**config.mk**
```make
export PLATFORM = sky130hd
export DESIGN_NAME = mii_hex_dumper
export DESIGN_NICKNAME = d
export VERILOG_FILES = /design/src/rtl/mii_hex_dumper.sv
export SDC_FILE = /design/constraint.sdc
export NUM_CORES = 1
export LEC_CHECK = 0
export BUFFER_PORTS_ARGS = -buffer_cell sky130_fd_sc_hd__buf_4
export CAP_MARGIN = 20
export CELL_PAD_IN_SITES_DETAIL_PLACEMENT = 1
export CELL_PAD_IN_SITES_GLOBAL_PLACEMENT = 1
export CORE_ASPECT_RATIO = 0.7
export CORE_UTILIZATION = 40
export DETAILED_ROUTE_END_ITERATION = 8
export PLACE_DENSITY_LB_ADDON = 0.1
export SLEW_MARGIN = 10
export SYNTH_ARGS = -nofsm -noshare
export SYNTH_HDL_FRONTEND = slang
export SYNTH_SLANG_ARGS = --single-unit
export TNS_END_PERCENT = 10
```
**constraint.sdc**
```tcl
create_clock -name clk -period 4.84 [get_ports clk]
set_input_delay 0.484 -clock clk [delete_from_list [all_inputs] [get_ports clk]]
set_output_delay 0.484 -clock clk [all_outputs]
set_load 0.1 [all_outputs]
```
**src/rtl/mii_hex_dumper.sv**
```systemverilog
// MII byte capture FIFO feeding a byte-wide UART, emitting raw bytes or a lowercase hex dump.
// Define HEXDUMP_EOF_EN to store the frame-end tag with each byte and break hex lines on it.
module mii_hex_dumper #(
  parameter int unsigned DEPTH_LOG2     = 6,
  parameter int unsigned BYTES_PER_LINE = 16
) (
  input  logic                  clk,
  input  logic                  reset,
  input  logic                  in_rdy,
  input  logic [7:0]            in_d,
  input  logic                  in_eof,
  input  logic                  hex_mode,
  output logic                  tx_dv,
  output logic [7:0]            tx_d,
  input  logic                  tx_active,
  output logic [DEPTH_LOG2:0]   fill,
  output logic                  overflow,
  output logic [15:0]           drop_count
);

  localparam int unsigned DEPTH = 1 << DEPTH_LOG2;
`ifdef HEXDUMP_EOF_EN
  localparam int unsigned EW = 9;
`else
  localparam int unsigned EW = 8;
`endif
  localparam logic [7:0] CHAR_SP = 8'h20;
  localparam logic [7:0] CHAR_CR = 8'h0d;
  localparam logic [7:0] CHAR_LF = 8'h0a;
  localparam logic [DEPTH_LOG2:0] PTR_ONE = {{DEPTH_LOG2{1'b0}}, 1'b1};

  typedef enum logic [2:0] {IDLE, LOAD, SEND, WAIT_HI, WAIT_LO, NEXT} state_t;
  typedef enum logic [1:0] {CH_HI, CH_LO, CH_CR, CH_END} char_t;

  logic [EW-1:0]       mem [DEPTH];
  logic [DEPTH_LOG2:0] wr_ptr, rd_ptr;
  logic                rdy_q, cap, full, empty, wr_en, pop;
  logic [EW-1:0]       wr_entry;
  logic [8:0]          rd_entry;
  state_t              state, state_n;
  char_t               ch_r, ch_n;
  logic [7:0]          byte_r, tx_d_n, line_cnt, line_n;
  logic                eof_r, mode_r, eol;

  assign cap   = in_rdy & ~rdy_q;
  assign empty = (wr_ptr == rd_ptr);
  assign full  = (wr_ptr[DEPTH_LOG2] != rd_ptr[DEPTH_LOG2]) &&
                 (wr_ptr[DEPTH_LOG2-1:0] == rd_ptr[DEPTH_LOG2-1:0]);
  assign wr_en = cap & ~full;
  assign fill  = wr_ptr - rd_ptr;

`ifdef HEXDUMP_EOF_EN
  assign wr_entry = {in_eof, in_d};
  assign rd_entry = mem[rd_ptr[DEPTH_LOG2-1:0]];
`else
  logic unused_eof;
  assign unused_eof = in_eof;
  assign wr_entry   = in_d;
  assign rd_entry   = {1'b0, mem[rd_ptr[DEPTH_LOG2-1:0]]};
`endif

  always_ff @(posedge clk) begin
    if (wr_en) mem[wr_ptr[DEPTH_LOG2-1:0]] <= wr_entry;
  end

  // Full is taken from the pre-pop pointers, so a capture at full is dropped even on a pop cycle.
  always_ff @(posedge clk or posedge reset) begin
    if (reset) begin
      rdy_q      <= 1'b0;
      wr_ptr     <= '0;
      overflow   <= 1'b0;
      drop_count <= '0;
    end else begin
      rdy_q <= in_rdy;
      if (wr_en) wr_ptr <= wr_ptr + PTR_ONE;
      if (cap && full) begin
        overflow <= 1'b1;
        if (drop_count != '1) drop_count <= drop_count + 16'd1;
      end
    end
  end

  always_ff @(posedge clk or posedge reset) begin
    if (reset) begin
      rd_ptr   <= '0;
      state    <= IDLE;
      ch_r     <= CH_HI;
      tx_d     <= '0;
      line_cnt <= '0;
      byte_r   <= '0;
      eof_r    <= 1'b0;
      mode_r   <= 1'b0;
    end else begin
      if (pop) begin
        rd_ptr          <= rd_ptr + PTR_ONE;
        {eof_r, byte_r} <= rd_entry;
        mode_r          <= hex_mode;
      end
      state    <= state_n;
      ch_r     <= ch_n;
      tx_d     <= tx_d_n;
      line_cnt <= line_n;
    end
  end

  function automatic logic [7:0] hex_char(input logic [3:0] n);
    return (n < 4'd10) ? 8'h30 + {4'h0, n} : 8'h57 + {4'h0, n};
  endfunction

  assign eol   = eof_r | (({1'b0, line_cnt} + 9'd1) == 9'(BYTES_PER_LINE));
  assign tx_dv = (state == SEND) & ~tx_active;

  always_comb begin
    state_n = state;
    ch_n    = ch_r;
    tx_d_n  = tx_d;
    line_n  = line_cnt;
    pop     = 1'b0;
    case (state)
      IDLE: begin
        if (!empty && !tx_active) begin
          pop     = 1'b1;
          state_n = LOAD;
        end
      end
      LOAD: begin
        tx_d_n  = mode_r ? hex_char(byte_r[7:4]) : byte_r;
        ch_n    = CH_HI;
        state_n = SEND;
      end
      SEND:    if (!tx_active) state_n = WAIT_HI;
      WAIT_HI: if (tx_active)  state_n = WAIT_LO;
      WAIT_LO: if (!tx_active) state_n = NEXT;
      NEXT: begin
        state_n = SEND;
        if (!mode_r) begin
          state_n = IDLE;
        end else begin
          case (ch_r)
            CH_HI: begin
              tx_d_n = hex_char(byte_r[3:0]);
              ch_n   = CH_LO;
            end
            CH_LO: begin
              if (eol) begin
                tx_d_n = CHAR_CR;
                ch_n   = CH_CR;
                line_n = '0;
              end else begin
                tx_d_n = CHAR_SP;
                ch_n   = CH_END;
                line_n = line_cnt + 8'd1;
              end
            end
            CH_CR: begin
              tx_d_n = CHAR_LF;
              ch_n   = CH_END;
            end
            default: state_n = IDLE;
          endcase
        end
      end
      default: state_n = IDLE;
    endcase
  end

endmodule

```
# [Yosys cells after proc, flatten, opt, wreduce, memory -nomap -nowiden]
# Memory sizes are Yosys's and may differ from the RTL's. A register that Yosys moved wholly into a read port is not among the register bits.
# Cells that the tools add are included.
[op_classes] bitwise=6 n_mux=23 eq_ne=18 reduce_logical=13 add_sub_neg=10 n_lt_le_gt_ge=2
[op_table] op="two-way mux 8 bit" count=5
[op_table] op="one-hot mux 8 bit (3 select lines)" count=1
[op_table] op="one-hot mux 3 bit (6 select lines)" count=1
[op_table] op="adder 16 x 1 -> 16 bit, second input constant" count=1
[op_table] op="adder 7 x 4 -> 8 bit, first input constant" count=2
[op_table] op="inequality test 16 bit, second input constant" count=1
[op_table] op="one-hot mux 8 bit (2 select lines)" count=1
[op_table] op="adder 6 x 4 -> 7 bit, first input constant" count=2
[op_table] op="adder 7 x 1 -> 7 bit, second input constant" count=2
[op_table] op="two-way mux 3 bit" count=4
[op_table] op="inequality test 2 bit, second input constant" count=5
[op_table] op="adder 8 x 1 -> 9 bit, second input constant" count=1
[op_table] op="== test 9 x 5 -> 1 bit, second input constant" count=1
[op_table] op="adder 8 x 1 -> 8 bit, second input constant" count=1
[op_table] op="< comparator 4 bit, second input constant" count=2
[op_table] op="== test 7 bit" count=1
[op_table] op="subtractor 7 bit" count=1
[op_table] op="== test 3 x 2 -> 1 bit, second input constant" count=2
[op_table] op="== test 3 bit, second input constant" count=2
[op_table] op="== test 6 bit" count=1
[op_table] op="two-way mux 2 bit" count=3
[op_table] op="two-way mux 6 bit" count=1
[op_table] op="one-hot mux 2 bit (3 select lines)" count=1
[op_table] op="AND reduction 3 bit" count=2
[op_table] op="17 further kinds" count=28
[totals] in_bits=14 word_cells=83 n_memories=1 register_bits=54 ramBits=512 output_inout_bits=33
[mem_list] name="mem" words=64 word_bits=8 read_ports=1 rd_clocked_by_memory_dff=1 wr=1 line="35" text="logic [EW-1:0] mem [DEPTH];"

# [Longest topological paths before layout]
# Gate-level depths: netlist of the first run.
[depth] ltp_word=6 mapped_depth=12 mapped_depth_nobuf=9

# [Least setup slack after synthesis of the first run]
# No wires, ideal clock.
[synth_path] path_kind="register to output" startpoint="reg rd_ptr[2]" endpoint="out fill[6]" stages_incl_launch_ff=11 required_time_ps=4356 n_path_buf=2 slack_ps=887 t_arrival_ps=3469 cell_sequence="dfrtp_1 -> buf_4 -> inv_1 -> buf_1 -> ha_1 -> nor2b_1 -> o21ai_0 -> nand2b_1 -> a21o_1 -> a21oi_1 -> xor2_1"
[synth_between] elab_chain_cells=1
[synth_rtl] item="start, declared" line="36" text="logic [DEPTH_LOG2:0] wr_ptr, rd_ptr;"
[synth_rtl] item="start signal, assigned" line="95" text="rd_ptr <= rd_ptr + PTR_ONE;"
[synth_rtl] item="subtractor 7 bit" line="50" text="assign fill = wr_ptr - rd_ptr;"
[synth_rtl] item="end, declared" line="16" text="output logic [DEPTH_LOG2:0] fill,"
# No other way between the ends.

# [Final worst setup path of the first run]
[layout_path] startpoint="reg rd_ptr[1]" endpoint="out fill[6]"
# The elaborated chain is that of the path after synthesis.

==> impl_metrics.sql, run 1 <==
INSERT INTO impl_metrics (metric_group, metric, value, unit) VALUES
('synthesis', 'syn_std_cell_area', '23400', 'um2'),
('pwr', 'irDropWorstVdd', '1.16', 'mV'),
('finish', 'area_growth_syn_to_layout', '14.8', '%'),
('floorplan', 'die_x', '291', 'um'),
('timing', 'tightestPinTransition', '0.944', 'ns'),
('synthesis', 'syn-instance-count', '1363', ''),
('placed_design', 'io_buffer_count', '45', ''),
('synthesis', 'synth_async_sr_flop_share', '10.8', '%'),
('pwr', 'p_seq_share', '38.5', '%'),
('pwr', 'total_power', '15.2', 'mW'),
('setup_path', 'worst-endpoint-arrival', '3.52', 'ns'),
('setup_path', 'largest_stage_delay_on_the_critical_path', '0.67', 'ns'),
('setup_path', 'crit_slowest_cell', 'dfrtp_4', ''),
('setup_path', 'critical_path.endpoint_type', 'primary output', ''),
('synthesis', 'postSynthAreaPerCell', '17.1', 'um2'),
('pwr', 'comb_power_share', '33.4', '%'),
('timing', 'final_tns_setup', '0', 'ns'),
('timing', 'rsz0062_at_grt', 'false', ''),
('clocking', 'cts-htree-levels', '2', ''),
('setup_path', 'timing.critical_path.cells', 'buf_4 > fa_1 > nor2b_1 > o21ai_0 > nand2b_1 > a21o_1 > a21oi_1 > xor2_1 > buf_4', ''),
('job', 'timing.max_cap.violations', '0', ''),
('synthesis', 'synth.area.top_cells', 'edfxtp_1 66%, mux4_2 7.0%, dfrtp_1 6.6%', ''),
('clocking', 'cts_resized', '0', ''),
('clocking', 'worstSkewPairLatency', '0.61', 'ns'),
('timing', 'final.setup_skew', '0.0289', 'ns'),
('setup_path', 'timing.reg2reg.setup_slack', '1.37', 'ns'),
('synthesis', 'yosys.cell_types.count', '69', ''),
('detailed_routing', 'drt_iter0_drc', '1009', ''),
('synthesis', 'synth_seq_cells', '574', ''),
('status', 'run_status', 'finished, final reports clean', ''),
('setup_path', 'worstPathMaxFanout', '25', ''),
('pwr', 'power.leakage', '9.17', 'nW'),
('clocking', 'worst_setup_hold_path_clk_slew', '0.06', 'ns'),
('synthesis', 'synth_top_cell_by_area', 'edfxtp_1', ''),
('floorplan', 'floorplan.die.height', '204', 'um'),
('setup_path', 'critical-path-top-cell-by-count', 'buf_4', ''),
('hold_path', 'min_path_type', 'in2reg', ''),
('timing', 'finalHoldViolCount', '0', ''),
('detailed_routing', 'final_antenna_net_count', '0', ''),
('floorplan', 'die_area', '59400', 'um2'),
('placed_design', 'dp_hpwl', '38600', 'um'),
('clocking', 'cts_sinks', '574', ''),
('setup_path', 'worst_path_required_time', '4.36', 'ns'),
('synthesis', 'ys_seq_area_share', '72.4', '%'),
('pwr', 'switching_part_of_the_total', '36.5', '%'),
('setup_path', 'setup.worst_path.class', 'reg2out', ''),
('pwr', 'intPower', '9.67', 'mW'),
('synthesis', 'synth_enable_flop_cells', '512', ''),
('timing', 'timing.final.setup_violations', '0', ''),
('timing', 'timing.hold.ws', '0.0978', 'ns'),
('detailed_routing', 'routed_wl', '61400', 'um'),
('finish', 'layout-drive-gt1-share', '20.8', '%'),
('clocking', 'cts-root-to-sink-buffers', '3', ''),
('clocking', 'numCtsBuffers', '56', ''),
('detailed_routing', 'detailedRoute.firstPassIterationCount', '5', ''),
('finish', 'nNetsFinal', '1530', ''),
('clocking', 'cts-hold-fix-buffers', '1', ''),
('detailed_routing', 'drt-wirelength-per-cell', '26.7', 'um'),
('floorplan', 'boundaryPins', '47', ''),
('global_route', 'grt_antenna_before_repair', '1', ''),
('pwr', 'pwr_density_cell', '568', 'nW/um2'),
('global_route', 'grt_pass1_vias', '13100', ''),
('synthesis', 'synthesis.yosys.warnings', '0', ''),
('global_route', 'grt_max_degree', '92', ''),
('pwr', 'pwr-share-clk', '28.0', '%'),
('setup_path', 'worstSetupStartpoint', 'rd_ptr[1]$_DFFE_PP0P_', ''),
('timing', 'min_period_over_period', '82.7', '%'),
('global_route', 'grt_remaining_overflow', '0', ''),
('synthesis', 'yosys.cell_count.top_type', 'edfxtp_1', ''),
('timing', 'min_clock_period_post_route', '4.00', 'ns'),
('floorplan', 'floorplan.initialDensity', '40.8', '%');
-- power groups by stage --
stage / registers [mW] / logic [mW] / clock network [mW]
final: 5.87 / 5.10 / 4.27
after global routing: 5.91 / 5.39 / 4.54
after CTS: 5.87 / 5.14 / 4.38
after detailed placement: 5.98 / 5.11 / 0
after global placement: 5.97 / 5.08 / 0
after floorplan: 6.03 / 3.45 / 0
-- layout make-up --
type                       count  area, um2
fill                        5427      30400
sequential                   574      16900
multi-input combinational    694       5970
clock buffer                  70       1460
timing repair buffer         146       1120
tap                          750        938
clock inverter                33        297
inverter                      27        101
antenna                        1       2.50
-- final timing paths --
check,end,cells after the start
max,fill[6],9
min,state[0]$_DFFE_PP0P_,2
max reg2reg,mem[52][3]$_DFFE_PP_,10
min reg2reg,overflow$_DFFE_PP0P_,1
max in group asynchronous,rd_ptr[2]$_DFFE_PP0P_,3
min in group asynchronous,drop_count[7]$_DFFE_PP0P_,3
-- cell families (layout without fill, tap and decap cells) --
family          after synthesis  in the layout  synth area share [%]
fa+ha+maj                    17             17                 0.942
simple gates                293            293                  5.74
other cells                   0              1                     0
mux                         175            175                  12.1
buf+inv                      95            276                  2.11
compound gates              171            171                  5.19
xor+xnor                     38             38                  1.46
flops                       574            574                  72.4
-- critical path: cells and delay by family (launching register included) --
family | cells | cell delay (ns)
AND/OR/NAND/NOR | 2 | 0.17
buffers and inverters | 2 | 0.81
AO/OA/AOI/OAI | 3 | 0.54
flip-flops | 1 | 0.67
adder cells (fa/ha/maj) | 1 | 0.28
XOR/XNOR | 1 | 0.44
-- cells in the final DEF, fill, tap and decap left out, drive strengths merged, types with 25 or more instances in the layout --
cell and count:
nand3 32, dfrtp 62, buf 145, a21oi 30, mux4 83, nor2 102
clkbuf 70, clkinv 26, inv 28, nand2 91, o21ai 39, edfxtp 512
a221oi 25, mux2i 84
-- flip-flops by register name, indices dropped and copies added (netlist names) --
| register | flops |
|---|---|
| drop_count | 16 |
| mem | 512 |
| rdy_q | 1 |
| wr_ptr | 7 |
| ch_r | 2 |
| mode_r | 1 |
| tx_d | 8 |
| state | 3 |
| byte_r | 8 |
| overflow | 1 |
| rd_ptr | 7 |
| line_cnt | 8 |
-- per-stage QoR --
step,cell area [um2],worst slack (ns),instances
final,26800,0.837,2295
after global routing,26800,0.647,2294
after CTS,26800,0.760,2294
after detailed placement,25100,1.33,2190
after global placement,25100,1.34,2190
after floorplan,23400,0.887,1363
-- routing by layer --
layer	vias to the layer above	global-route usage [%]	wire length, um
met3	72	3.80	3490
met5	-	0	0
met2	279	29.9	26100
met1	6690	32.8	30600
li1	5672	-	-
met4	0	4.72	1130
No activity file was read; power rests on OpenSTA's default activity.
==> run 2, diff against run 1 <==
- clock period: 4.84 -> 3.5 ns (I/O delays scaled with it)
==> impl_metrics.sql, run 2 (same netlist as run 1, synthesis figures left out) <==
INSERT INTO impl_metrics (metric_group, metric, value, unit) VALUES
('finish', 'final_core_util', '47.1', '%'),
('floorplan', 'die_x', '291', 'um'),
('pwr', 'total_power', '21.3', 'mW'),
('global_route', 'grt_pass1_wl', '90000', 'um'),
('timing', 'min_period_over_period', '95.4', '%'),
('finish', 'largest_reg_flops', '512', ''),
('floorplan', 'floorplan.initialDensity', '40.8', '%'),
('setup_path', 'crit_path_end', 'fill[6]', ''),
('finish', 'layout-drive-gt1-share', '21.2', '%'),
('finish', 'most_frequent_cells_in_the_layout', '512 x edfxtp_1, 143 x buf_4, 102 x nor2_1', ''),
('setup_path', 'regToRegEndpoint', 'mem[20][1]$_DFFE_PP_', ''),
('clocking', 'cts_sinks', '574', ''),
('pwr', 'power.leakage', '9.24', 'nW'),
('pwr', 'irDropWorstVdd', '1.71', 'mV'),
('setup_path', 'worstSetupStartpointType', 'flop', ''),
('finish', 'num_antenna_cells', '0', ''),
('detailed_routing', 'detail_route.vias_per_cell', '5.57', ''),
('setup_path', 'worst_path_required_time', '3.15', 'ns'),
('finish', 'area_growth_syn_to_layout', '15.5', '%'),
('placed_design', 'dp_hpwl', '38600', 'um'),
('job', 'timing.max_cap.violations', '0', ''),
('timing', 'fmax', '0.299', 'GHz'),
('detailed_routing', 'routed_wl', '61200', 'um'),
('timing', 'tightestPinTransition', '0.800', 'ns'),
('global_route', 'grt_max_degree', '65', ''),
('floorplan', 'floorplan.rows', '73', ''),
('placed_design', 'io_buffer_count', '45', ''),
('timing', 'rsz0062_at_grt', 'false', ''),
('detailed_routing', 'final_antenna_net_count', '0', ''),
('clocking', 'numCtsBuffers', '55', ''),
('detailed_routing', 'detailedRoute.firstPassIterationCount', '5', ''),
('clocking', 'cts-htree-levels', '2', ''),
('finish', 'num-fill-cells', '5420', ''),
('clocking', 'worst_setup_hold_path_clk_slew', '0.06', 'ns'),
('floorplan', 'die_area', '59400', 'um2'),
('hold_path', 'min_path_type', 'in2reg', ''),
('floorplan', 'floorplan.die.height', '204', 'um'),
('setup_path', 'worst-endpoint-arrival', '2.99', 'ns'),
('setup_path', 'setup.worst_path.class', 'reg2out', ''),
('setup_path', 'worstSetupStartpoint', 'wr_ptr[0]$_DFFE_PP0P_', ''),
('global_route', 'grt_remaining_overflow', '0', ''),
('detailed_routing', 'drt-wirelength-per-cell', '26.6', 'um'),
('global_route', 'aggregate_global_route_resource_usage', '20.9', '%'),
('setup_path', 'worstPathMaxFanout', '6', ''),
('status', 'run_status', 'finished, final reports clean', ''),
('placed_design', 'finalWeightedCongestion', '0.825', ''),
('timing', 'final_max_slew_viols', '0', ''),
('clocking', 'tritoncts', 'yes', ''),
('pwr', 'pwr_density_cell', '789', 'nW/um2'),
('setup_path', 'r2r.worst_path.cells', '9', ''),
('timing', 'min_clock_period_post_route', '3.34', 'ns'),
('clocking', 'cts_root_buffer', 'clkbuf_16', ''),
('clocking', 'cts-root-to-sink-buffers', '3', ''),
('setup_path', 'timing.reg2reg.setup_slack', '0.28', 'ns'),
('timing', 'maxSlewHeadroom', '46.7', '%'),
('timing', 'timing.final.setup_violations', '0', ''),
('clocking', 'worstSkewPairLatency', '0.61', 'ns'),
('finish', 'nNetsFinal', '1539', ''),
('detailed_routing', 'drt_iter0_drc', '998', ''),
('global_route', 'grt_pass1_vias', '13200', ''),
('floorplan', 'boundaryPins', '47', ''),
('timing', 'final.setup_skew', '0.0282', 'ns'),
('finish', 'leading_cell_type_in_the_layout_fill_and_taps_excluded', 'edfxtp_1', ''),
('setup_path', 'critical_path.endpoint_type', 'primary output', ''),
('detailed_routing', 'drc_errors', '0', ''),
('detailed_routing', 'routed-via-count', '12800', ''),
('setup_path', 'critical_path.reg2reg.startpoint', 'wr_ptr[0]$_DFFE_PP0P_', ''),
('floorplan', 'floorplan.core_area', '57300', 'um2'),
('global_route', 'grt_antenna_before_repair', '3', ''),
('timing', 'finalHoldViolCount', '0', '');
[run 2: cell count changes in the layout (fill, tap and decap cells not counted), sizes merged]
cell and change:
buf +6, dlygate4sd3 +3, bufinv -2, clkbuf -2, bufbuf +1, clkinv +1
clkinvlp -1, diode -1, inv +1
[run 2: area by class of cell]
class / instances / area, um2 / share of cell area [%]
Clock inverter: 32 / 244 / 0.904
Inverter: 27 / 101 / 0.375
Tap cell: 750 / 938 / 3.48
Sequential cell: 574 / 16900 / 62.7
Multi-Input combinational cell: 694 / 5980 / 22.2
Timing Repair Buffer: 156 / 1310 / 4.87
Clock buffer: 68 / 1480 / 5.47
[run 2: timing repair]
| action | in CTS | in global routing |
|---|---|---|
| setup buffers | 0 | 0 |
| resized for setup | 1 | 5 |
| gates cloned | 1 | 0 |
| endpoints found under the setup margin | 1 | 2 |
| endpoints found under the hold margin | 35 | 0 |
| hold buffers | 4 | 0 |
[run 2: critical path, stage by stage, from the launching register on]
cell	delay [ns]
dfrtp_1	0.44
inv_1	0.13
ha_1	0.24
fa_1	0.40
nor2b_1	0.13
o21ai_0	0.08
nand2b_1	0.15
a21o_1	0.15
a21oi_2	0.07
xor2_2	0.35
buf_12	0.23
[run 2: where the power goes]
group          total [mW]  switching [mW]  internal [mW]  leakage, nW
Combinational        7.51            4.94           2.57         3.01
Clock                5.79            2.58           3.21        0.850
Sequential           8.00           0.249           7.75         5.38
Total                21.3            7.77           13.5         9.24
[run 2: layer usage]
| metal | global-route usage (%) | vias up | wire [um] |
|---|---|---|---|
| met5 | 0 | - | 0 |
| met4 | 4.50 | 0 | 996 |
| met3 | 3.70 | 66 | 3110 |
| met2 | 30.1 | 265 | 26300 |
| met1 | 32.8 | 6812 | 30700 |
| li1 | - | 5675 | - |
[run 2: how the worst min path moves through the flow]
stage | startpoint | end | slack, ns | depth (start not counted)
floorplan | in_rdy | rdy_q$_DFF_PP0_ | 0.38 | 0
global placement | overflow$_DFFE_PP0P_ | overflow$_DFFE_PP0P_ | 0.46 | 1
detailed placement | overflow$_DFFE_PP0P_ | overflow$_DFFE_PP0P_ | 0.46 | 1
CTS | in_d[3] | mem[47][3]$_DFFE_PP_ | 0.28 | 1
global route | in_d[3] | mem[47][3]$_DFFE_PP_ | 0.32 | 1
finish | in_d[3] | mem[47][3]$_DFFE_PP_ | 0.29 | 1
[run 2: metrics by stage]
step	area [um2]	setup WS, ns	instances	hold slack (ns)	setup TNS [ns]
2_1_floorplan	23400	-0.0770	1363	0.381	-0.0770
3_3_place_gp	25200	0.409	2196	0.458	0
3_5_place_dp	25200	0.361	2196	0.462	0
4_1_cts	27000	0.0400	2301	0.280	0
5_1_grt	27000	0.00972	2301	0.320	0
6_report	27000	0.160	2301	0.289	0
